[src/rtl/demux_stream_n.sv]
// Registered 1-to-NCH stream demultiplexer with broadcast.
// Each channel is a one-entry valid/ready register; invalid selects are dropped and counted.

module demux_stream_n_ch #(
  parameter int WIDTH = 8
) (
  input  logic             clk,
  input  logic             rst,
  input  logic             load,
  input  logic [WIDTH-1:0] d,
  input  logic             ready,
  output logic             free,
  output logic [WIDTH-1:0] data,
  output logic             valid
);
  // Free also when draining this cycle, so a refill needs no bubble.
  assign free = ~valid | ready;

  always_ff @(posedge clk or posedge rst) begin
    if (rst) begin
      valid <= 1'b0;
      data  <= '0;
    end else if (load) begin
      valid <= 1'b1;
      data  <= d;
    end else if (valid && ready) begin
      valid <= 1'b0;
    end
  end
endmodule

module demux_stream_n #(
  parameter int WIDTH = 8,
  parameter int NCH   = 4,
  parameter int SELW  = 2
) (
  input  logic                 clk,
  input  logic                 rst,
  input  logic [WIDTH-1:0]     A,
  input  logic [SELW-1:0]      S,
  input  logic                 bcast,
  input  logic                 in_valid,
  output logic                 in_ready,
  output logic [NCH*WIDTH-1:0] out_data,
  output logic [NCH-1:0]       out_valid,
  input  logic [NCH-1:0]       out_ready,
  output logic                 sel_err,
  output logic [7:0]           drop_cnt
);
  localparam logic [SELW:0] NCH_L = (SELW+1)'(NCH);

  logic           sel_ok;
  logic           accept;
  logic           drop;
  logic [NCH-1:0] sel_oh;
  logic [NCH-1:0] free;
  logic [NCH-1:0] load;

  assign sel_ok = ({1'b0, S} < NCH_L);

  // Broadcast is all-or-nothing; an out-of-range select is always accepted and dropped.
  always_comb begin
    in_ready = 1'b1;
    if (bcast)       in_ready = &free;
    else if (sel_ok) in_ready = |(free & sel_oh);
  end

  assign accept = in_valid & in_ready;
  assign drop   = accept & ~bcast & ~sel_ok;
  assign load   = {NCH{accept}} & ({NCH{bcast}} | sel_oh);

  for (genvar k = 0; k < NCH; k++) begin : g_ch
    assign sel_oh[k] = sel_ok && (S == SELW'(k));

    demux_stream_n_ch #(.WIDTH(WIDTH)) u_ch (
      .clk   (clk),
      .rst   (rst),
      .load  (load[k]),
      .d     (A),
      .ready (out_ready[k]),
      .free  (free[k]),
      .data  (out_data[k*WIDTH +: WIDTH]),
      .valid (out_valid[k])
    );
  end

  always_ff @(posedge clk or posedge rst) begin
    if (rst) begin
      sel_err  <= 1'b0;
      drop_cnt <= '0;
    end else begin
      sel_err <= drop;
      if (drop) drop_cnt <= drop_cnt + 8'd1;
    end
  end
endmodule

[config.mk]
export PLATFORM = sky130hd
export DESIGN_NAME = demux_stream_n
export DESIGN_NICKNAME = d
export VERILOG_FILES = /design/src/rtl/demux_stream_n.sv
export SDC_FILE = /design/constraint.sdc
export NUM_CORES = 1
export LEC_CHECK = 0
export ABC_AREA = 1
export CORE_UTILIZATION = 30
export DETAILED_ROUTE_END_ITERATION = 12
export HOLD_SLACK_MARGIN = 0.08
export PLACE_DENSITY = 0.64
export SYNTH_ARGS = -nofsm -noshare
export SYNTH_HDL_FRONTEND = slang
export SYNTH_SLANG_ARGS = --single-unit
[constraint.sdc]
create_clock -name clk -period 1.7 [get_ports clk]
set_clock_uncertainty 0.2 [all_clocks]
set_input_delay 0.34 -clock clk [delete_from_list [all_inputs] [get_ports clk]]
set_output_delay 0.34 -clock clk [all_outputs]
set_load 0.02 [all_outputs]
# Word-level counts from Yosys, hierarchy flattened
# Cells that the tools add are included.
# totals
out_inout_bits	46
latch_bits	0
memories	0
ramBits	0
inputBits	18
romBits	0
regBits	36
elab_cells	43
# classes
n_mux	9
div_mod_pow	0
n_eq_ne	3
n_bitwise	12
n_shift	0
order_cmp	0
reduce_logical	11
add_sub_neg	0
n_mul	0
# ops
op	n
$mux 1	9
$and 4x4->4	2
$reduce_bool 2->1	4
$eq 2x2->1 const B	2
$logic_and 1x1->1	4
$not 1->1	4
$or 1x1->1	4
$or 4x4->4	1
$reduce_and 4->1	1
$reduce_or 4->1	1
$eq 2x1->1 const B	1
$logic_not 2->1	1
$and 1x1->1	1

# Logic depth before layout (Yosys ltp)
# Gate-level depths: netlist (run 1).
# logic_depth
word_depth	8
depth_mapped	9
ltp_nobuf	9

# Modules after synthesis
# A second synthesis (run 1) with hierarchy kept.
# hier_totals
cells_unflattened	191
hier_area_um2	1587.8
# by_module_without_submodules
mod	cells_each	seq_area_each_um2	instances	area_each_um2
demux_stream_n_ch	39	225.2	4	345.3
demux_stream_n	35	0.0	1	206.4

# Worst setup path after synthesis (run 1)
# Ideal clock, no wire load.
# synth_timing
kind	input port to output port
startpoint	in S[0]
endpoint	out in_ready
t_required_ns	1.160
path_slack_ns	0.140
path_stages	7
n_path_buf	2
arrival_time_ns	1.020
path_cell_list	buf_6 nor2_2 nand2_1 nand3_2 nand2_4 nand2_8 buf_12
# synth_via
elab_chain_cells	4
elab_cells_between_ends	7
classes_between	3 x eq/ne; 1 x mux; 1 x bitwise; 2 x reduce/logical
# synth_rtl
item	line_no	source
start, declared	40	input logic [SELW-1:0] S,
$eq 2x1->1, or another cell as far along	73	assign sel_oh[k] = sel_ok && (S == SELW'(k));
$and 4x4->4 *	65	else if (sel_ok) in_ready = |(free & sel_oh);
$reduce_or 4->1 *	65	
$mux 1 *	64	if (bcast) in_ready = &free;
end, declared	43	output logic in_ready,
# Every way passes the cells marked *; elsewhere a longest branch is shown, timed or not.

# Worst setup path after layout (run 1)
# Same ends and word-level chain as after synthesis.

==> results.toml, run 1 <==
[final_layout]
nets = 281
diodes = 0
final_common_cell = "nand2_1"
fillCellCount = 571
final_cell_mix = "nand2_1 (70), dlygate4sd2_1 (42), dfrtp_1 (36)"
drive_above_1_share_pct = 21.3
syn_to_final_growth_pct = 41.4
final_cells = 335

[die]
core_um2 = 5640
initial_core_util_pct = 32.0
die_width_um = 79.6
ios = 64
die_area_um2 = 6330
rows = 27
die_h_um = 79.6

[clock_network]
cts_buffers = 5
clockBufferDepth = 2
htreeDepth = 2
root_buffer = "clkbuf_8"
cts_tree = "built"
clk_pin_slew_worst_paths_ns = 0.07
insertion_delay_ns = 0.29
cts.sinks = 36

[synth]
synth_seq_cells = 36
syn_inst = 191
yosysSeqAreaShare_pct = 49.9
synth_top_area_cell = "dfrtp_1"
ys.warnings.count = 0
yosysTopAreaCellShare_pct = 49.9
yosysUniqueCellTypes = 22
syn_area_per_cell_um2 = 9.45
synth_area_um2 = 1810
synth_area_leaders = "dfrtp_1 (50%), nand2_1 (15%), nand4_1 (11%)"

[critical_path]
startpoint = "S[0]"
cp-end-kind = "output port"
crit_required_ns = 1.16
critical_path_arrival_ns = 1.25
r2r-start = "g_ch[0].u_ch.valid"
startpoint_type = "primary input"
crit_type = "in2out"
cp_max_fo = 5

[global_routing]
antenna_found_initial = 0
grt_max_degree = 37
grt_pass1_wl_mm = 7.65
grtUsageTotal_pct = 16.1
first_global_vias = 1546
grt-ovfl-total = 0

[place]
dp_hpwl_mm = 3.14
portBuffers = 54
dp.cells = 324
globalplace.congestion = 0.752

[run]
maxCapViolations = 0

[routing]
wl_per_cell_um = 13.6
drtIter0Drc = 95
dr_total_vias = 1560
totalWireLength_mm = 4.57
drc = 0
viasPerCell = 4.66
drtPass1Iterations = 4
ant_nets = 0

[power]
seq_power_share_pct = 41.4
clockPowerShare_pct = 19.9
leakage_nw = 1.37
p_comb_share_pct = 38.7
internal-power_mw = 1.79
total_power_mw = 2.89
p_sw_share_pct = 38.1
vdd_drop_max_uv = 471
p_sw_mw = 1.10
pwr_density_cell_nw_per_um2 = 1130

[run_status]
violations = "negative setup slack"
run_status = "finished, violations left"

[sta]
worst_slack_ns = -0.0919
drv_slew = 0
max_freq_mhz = 558
final-hold-violation-count = 0
finalCriticalPeriod_ns = 1.79
fin_crit_sh_pct = 105
hold_ws_ns = 0.190
rsz0062_at_grt = "yes"
finalSetupViolCount = 1

[min_path]
hp-class = "in2async"
cells in the mapped netlist (all sizes together):
master,count
buf,22
conb,1
nor2,1
nand4,32
nand3,8
inv,8
nand2,78
dfrtp,36
o21ai,5
power by group through the flow:
stage / registers [mW] / logic, mW / clock network, mW
after floorplan: 1.45 / 0.445 / 0
after global placement: 1.22 / 1.24 / 0
after detailed placement: 1.22 / 1.26 / 0
after CTS: 1.20 / 1.12 / 0.595
after global routing: 1.22 / 1.23 / 0.631
final: 1.20 / 1.12 / 0.577
timing repair:
action	in CTS	in global routing
hold buffers	0	0
buffers inserted	2	2
pin swaps	5	7
resized for setup	53	3
endpoints found under the setup margin	73	37
per-layer routing:
layer / wire (um) / global-route usage (%) / part of all wire [%] / vias up
li1: - / - / - / 763
met1: 2130 / 21.4 / 47 / 733
met2: 2070 / 25.5 / 45 / 56
met3: 274 / 2.51 / 6.0 / 8
met4: 94 / 7.64 / 2.1 / 0
met5: 0 / 0 / 0 / -
registers in the layout, indices dropped and copies added (netlist names):
register and cells:
g_ch.u_ch.data 32, g_ch.u_ch.valid 4
final cells by class:
| class | count | area, um^2 | share of cell area (%) |
|---|---|---|---|
| Timing Repair Buffer | 79 | 727 | 28.5 |
| Clock buffer | 6 | 72.6 | 2.84 |
| Sequential cell | 36 | 901 | 35.3 |
| Inverter | 8 | 37.5 | 1.47 |
| Multi-Input combinational cell | 133 | 721 | 28.2 |
| Tap cell | 72 | 90.1 | 3.53 |
| Clock inverter | 1 | 5.00 | 0.196 |
metrics by stage:
step / cell area, um^2 / setup WS, ns / utilization [%] / setup TNS (ns)
after CTS: 2530 / -0.157 / 44.8 / -0.355
after global placement: 2470 / -0.785 / 43.8 / -24.44
after floorplan: 1840 / 0.140 / - / 0
final: 2550 / -0.0919 / 45.3 / -0.0919
after global routing: 2550 / -0.174 / 45.3 / -2.82
after detailed placement: 2470 / -0.816 / 43.8 / -26.20
worst paths after layout:
| kind | slack [ns] | cells after the start | endpoint |
|---|---|---|---|
| setup / recovery | -0.09 | 7 | in_ready |
| hold / removal | 0.19 | 3 | g_ch[0].u_ch.data[0] |
| setup reg to reg | 0.05 | 9 | g_ch[2].u_ch.data[5] |
| hold reg to reg | 0.27 | 2 | g_ch[3].u_ch.data[2] |
| max in group asynchronous | 0.92 | 3 | g_ch[1].u_ch.data[6] |
| min in group clk | 0.27 | 2 | g_ch[3].u_ch.data[2] |
worst max-delay path, stage by stage:
cell	delay (ns)
dlygate4sd2_1	0.37
nor2_2	0.07
nand2_1	0.08
nand3_2	0.10
nand2_4	0.09
nand2_8	0.06
buf_6	0.13
logic make-up after synthesis:
logic type	synth area share, %
DFF	49.9
and+or+nand+nor	35.1
buffers and inverters	12.6
AOI/OAI and AO/OA	2.22
other	0.208
(Power assumes the default switching activity.)
==> inputs of run 2 (changes only) <==
Settings changed: CORE_MARGIN from default to 2, SLEW_MARGIN from default to 20.
==> run 2 against run 1 <==
- the flow still finishes with violations (negative setup slack)
- sequential power barely moved
- maximum frequency down 1.3%
- critical path type is now reg2out
- die area increased by 5.1%
- global-route usage down 1.5 points
- sequential cell count unchanged
- register-to-register slack worse by 0.10 ns
- cell count rose by 3.3%
- largest cell class unchanged
- via count increased by 4.6%
- combinational power grew 9.8%
- core utilization up 1.1 points
==> results.toml, run 2 (same netlist as run 1, synthesis figures left out) <==
[power]
pwr_density_cell_nw_per_um2 = 1140
p_comb_share_pct = 39.9
vdd_drop_max_uv = 554
seq_power_share_pct = 38.8
leakage_nw = 1.42
clockPowerShare_pct = 21.2
p_sw_share_pct = 37.1
p_sw_mw = 1.15
internal-power_mw = 1.94

[final_layout]
diodes = 0
nets = 289
largest_register_ffs = 32
fin_util_pct = 46.3
final_common_cell = "nand2_1"
regMostFlops = "g_ch.u_ch.data"
final_cell_mix = "nand2_1 (62), dlygate4sd2_1 (41), dfrtp_1 (36)"
largestRegisters = "g_ch.u_ch.data: 32 flops, g_ch.u_ch.valid: 4 flops"
fillCellCount = 568
drive_above_1_share_pct = 27.3
syn_to_final_growth_pct = 50.1

[critical_path]
r2r-start = "g_ch[0].u_ch.valid"
cp_cell_sequence = "nand2_4 > nand2_2 > o21ai_2 > nand2_2 > nand2_8 > buf_6"
worst-r2r-cell-count = 10
crit_path_top_delay_cell = "dfrtp_1"
critPathBufInv = 1
r2r_end = "g_ch[1].u_ch.data[5]"
cp_slowest_stage_delay_ns = 0.40
crit_family = "flip-flops"
crit_required_ns = 1.16
r2r_setup_slack_ns = -0.05
path_common_cell = "nand2_2"
startpoint_type = "flop"
cp_max_fo = 3
cp-end-kind = "output port"
crit_type = "reg2out"
critical_path_arrival_ns = 1.28

[place]
portBuffers = 54
globalplace.congestion = 0.733
preCtsSetupSlack_ns = -0.826
dp_hpwl_mm = 3.25

[clock_network]
root_buffer = "clkbuf_8"
cts_buffers = 5
clk_pin_slew_worst_paths_ns = 0.07
clockBufferDepth = 2
cts_tree = "built"
cts_hold_buf = 0
cts.sinks = 36
htreeDepth = 2
insertion_delay_ns = 0.29

[run_status]
run_status = "finished, violations left"
violations = "negative setup slack"

[run]
maxCapViolations = 0

[sta]
max_freq_mhz = 551
rsz0062_at_grt = "yes"
fin_crit_sh_pct = 107
worst_slack_ns = -0.116
final-hold-violation-count = 0
finalSetupViolCount = 26
finalCriticalPeriod_ns = 1.82
fin_tns_setup_ns = -0.864
drv_slew = 0

[min_path]
hp-class = "in2async"

[die]
die_width_um = 81.6
rows = 28
die_area_um2 = 6650
initial_core_util_pct = 30.9
die_h_um = 81.6
core_um2 = 5850
ios = 64

[routing]
drtIter0Drc = 89
viasPerCell = 4.72
wl_per_cell_um = 14.2
ant_nets = 0
dr_total_vias = 1632
totalWireLength_mm = 4.90
drc = 0
drtPass1Iterations = 5

[global_routing]
grt_max_degree = 37
first_global_vias = 1508
antenna_found_initial = 0
grt-ovfl-total = 0
grt_pass1_wl_mm = 7.24
grtUsageTotal_pct = 14.6
-- run 2: final cells by class --
class                   instances  area (um^2)  share of cell area, %
inverters                       8         37.5                   1.39
clock buffers                   7         96.3                   3.55
multi-input cells             137          803                   29.6
repair buffers                 83          778                   28.7
flip-flops and latches         36          901                   33.2
well taps                      75         93.8                   3.46
-- run 2: worst register-to-register path, cell delays in order, from the launching register on --
cell and delay, ns:
dfrtp_1 0.40, nand2_4 0.09, nand2_2 0.05, o21ai_2 0.15, nand2_2 0.10, nand2_8 0.08
buf_4 0.15, buf_16 0.15, buf_4 0.12, nand4_1 0.10, nand2_1 0.09
-- run 2: power groups by stage --
stage               Combinational [mW]  Clock [mW]  Sequential (mW)
CTS                               1.16       0.667             1.19
finish                            1.23       0.655             1.20
detailed placement                1.25           0             1.21
global route                      1.34       0.707             1.23
global placement                  1.24           0             1.21
floorplan                        0.445           0             1.45
-- run 2: metrics by stage --
| step | hold slack, ns | area, um^2 | instances | total power [mW] |
|---|---|---|---|---|
| 3_5_place_dp | 0.259 | 2460 | 325 | 2.47 |
| 6_report | 0.196 | 2710 | 346 | 3.08 |
| 5_1_grt | 0.203 | 2710 | 346 | 3.28 |
| 3_3_place_gp | 0.253 | 2460 | 325 | 2.46 |
| 4_1_cts | 0.205 | 2580 | 334 | 3.02 |
| 2_1_floorplan | 0.286 | 1840 | 199 | 1.90 |
-- run 2: worst max-delay path by stage --
| stage | slack [ns] | end | start | cells past startpoint |
|---|---|---|---|---|
| 2_1_floorplan | 0.14 | in_ready | S[0] | 7 |
| 3_5_place_dp | -0.83 | in_ready | S[0] | 6 |
| 6_report | -0.12 | in_ready | g_ch[0].u_ch.valid | 6 |
| 5_1_grt | -0.19 | in_ready | g_ch[0].u_ch.valid | 6 |
| 4_1_cts | -0.14 | in_ready | g_ch[1].u_ch.valid | 6 |
| 3_3_place_gp | -0.77 | in_ready | S[0] | 6 |
-- run 2: per-layer routing --
| metal | track usage, % | vias up | part of all wire [%] |
|---|---|---|---|
| met1 | 19.5 | 764 | 43 |
| li1 | - | 789 | - |
| met4 | 4.67 | 0 | 1.6 |
| met5 | 0 | - | 0 |
| met2 | 22.8 | 71 | 47 |
| met3 | 4.62 | 8 | 8.6 |
-- run 2: what timing repair did --
item	4_1_cts	5_1_grt
setup endpoints to repair	73	34
setup buffers	1	8
pin swaps	8	6
gates resized for setup	56	14
cloned	1	5
==> inputs of run 3 (changes only) <==
Settings changed: HOLD_SLACK_MARGIN 0.08 to default, RECOVER_POWER from default to 25.
==> run 3 against run 2 <==
- the run still ends with negative setup slack left
- sequential share of layout area grew 0.19 points
- total power is 0.17% lower
- critical path depth stayed put
- maximum frequency is 0.12% lower
- core utilization shrank 0.26 points
- final area shrank 0.55%
- sequential power about the same
- global-route usage unchanged
- clock power hardly changed
- critical endpoint unchanged
==> results.toml, run 3 (same netlist as run 1, synthesis figures left out) <==
[run_status]
run_status = "finished, violations left"
violations = "negative setup slack"

[routing]
viasPerCell = 4.78
wl_per_cell_um = 14.2
drc = 0
dr_total_vias = 1653
totalWireLength_mm = 4.90
ant_nets = 0
drtIter0Drc = 78
drtPass1Iterations = 4

[place]
portBuffers = 54
dp_hpwl_mm = 3.25
globalplace.congestion = 0.733

[clock_network]
cts_hold_buf = 0
clockBufferDepth = 2
cts.sinks = 36
insertion_delay_ns = 0.29
cts_tree = "built"
root_buffer = "clkbuf_8"
cts_buffers = 5
htreeDepth = 2
clk_pin_slew_worst_paths_ns = 0.07

[sta]
finalSetupViolCount = 26
drv_slew = 0
max_freq_mhz = 550
worst_slew_pin_slew_ns = 0.874
hold_ws_ns = 0.263
slew_headroom_pct = 41.8
fin_crit_sh_pct = 107
finalCriticalPeriod_ns = 1.82
rsz0062_at_grt = "yes"
final-hold-violation-count = 0
worst_slack_ns = -0.118

[critical_path]
crit_path_top_delay_cell = "dfrtp_1"
crit_family = "flip-flops"
cp_slowest_stage_delay_ns = 0.41
path_common_cell = "nand2_2"
cp_max_fo = 3
cp-end-kind = "output port"
cp_cell_sequence = "nand2_4 > nand2_2 > o21ai_2 > nand2_2 > nand2_8 > buf_6"
startpoint_type = "flop"
critical_path_arrival_ns = 1.28
critPathBufInv = 1
crit_type = "reg2out"
crit_required_ns = 1.16

[global_routing]
first_global_vias = 1508
grt_max_degree = 37
grt_pass1_wl_mm = 7.24
grt-ovfl-total = 0
antenna_found_initial = 0
grtUsageTotal_pct = 14.6

[min_path]
hp-class = "in2reg"

[die]
rows = 28
die_area_um2 = 6650
die_h_um = 81.6
initial_core_util_pct = 30.9
core_um2 = 5850
ios = 64
die_width_um = 81.6

[final_layout]
final_cell_mix = "nand2_1 (62), dlygate4sd2_1 (41), dfrtp_1 (36)"
syn_to_final_growth_pct = 49.3
largestRegisters = "g_ch.u_ch.data: 32 flops, g_ch.u_ch.valid: 4 flops"
largest_register_ffs = 32
fin_util_pct = 46.1
regMostFlops = "g_ch.u_ch.data"
final_common_cell = "nand2_1"
drive_above_1_share_pct = 27.3
diodes = 0
nets = 289

[power]
vdd_drop_max_uv = 554
leakage_nw = 1.42
pwr_density_cell_nw_per_um2 = 1140

[run]
maxCapViolations = 0
-- run 3: path summary, 6_finish.rpt --
path	start	to	slack, ns	cells after the start
worst max register to register	g_ch[0].u_ch.valid	g_ch[2].u_ch.data[1]	-0.05	10
max in group asynchronous	rst	g_ch[1].u_ch.data[3]	0.19	3
worst max-delay path	g_ch[0].u_ch.valid	in_ready	-0.12	6
worst min register to register	g_ch[0].u_ch.data[6]	g_ch[0].u_ch.data[6]	0.26	2
worst min-delay path	out_ready[3]	g_ch[3].u_ch.valid	0.26	4
min in group asynchronous	rst	g_ch[0].u_ch.valid	0.54	3
-- run 3: repair_timing --
item                                   in CTS  in global routing
gates resized for setup                    56                 14
setup buffers                               1                  8
pin swaps                                   8                  6
setup endpoints to repair                  73                 34
gates cloned                                1                  5
endpoints found under the hold margin       0                  0
-- run 3: layout make-up --
| type | instances | area (um^2) |
|---|---|---|
| Tap cell | 75 | 93.8 |
| Timing Repair Buffer | 83 | 763 |
| Inverter | 8 | 37.5 |
| Fill cell | 570 | 3160 |
| Sequential cell | 36 | 901 |
| Clock buffer | 7 | 96.3 |
| Multi-Input combinational cell | 137 | 803 |
-- run 3: where the power goes --
part / switching (mW) / leakage (nW) / internal [mW]
registers: 0.125 / 0.449 / 1.07
clock network: 0.295 / 0.0503 / 0.361
logic: 0.726 / 0.917 / 0.501
total: 1.15 / 1.42 / 1.93
-- run 3: worst reg2reg max path: stages, from the launching register on --
cell and delay [ns]:
dfrtp_1 0.41, nand2_4 0.09, nand2_2 0.05, o21ai_2 0.15, nand2_2 0.10, nand2_8 0.08
buf_4 0.15, buf_16 0.15, buf_4 0.14, nand4_1 0.09, nand2_1 0.08
-- run 3: through the flow --
step                      worst slack, ns  instance area, um^2  setup TNS (ns)  cells  power [mW]
after floorplan                     0.140                 1840               0    199        1.90
after global placement             -0.774                 2460          -23.49    325        2.46
after detailed placement           -0.826                 2460          -26.20    325        2.47
after CTS                          -0.141                 2580          -0.141    334        3.02
after global routing               -0.191                 2700           -4.31    346        3.27
final                              -0.118                 2700          -0.908    346        3.08
-- run 3: per-layer routing --
layer / wire, um / part of all wire [%] / global-route usage [%] / up-vias
met3: 363 / 7.4 / 4.62 / 16
met2: 2290 / 47 / 22.8 / 67
met5: 0 / 0 / 0 / -
met1: 2140 / 44 / 19.5 / 779
met4: 110 / 2.2 / 4.67 / 0
li1: - / - / - / 791
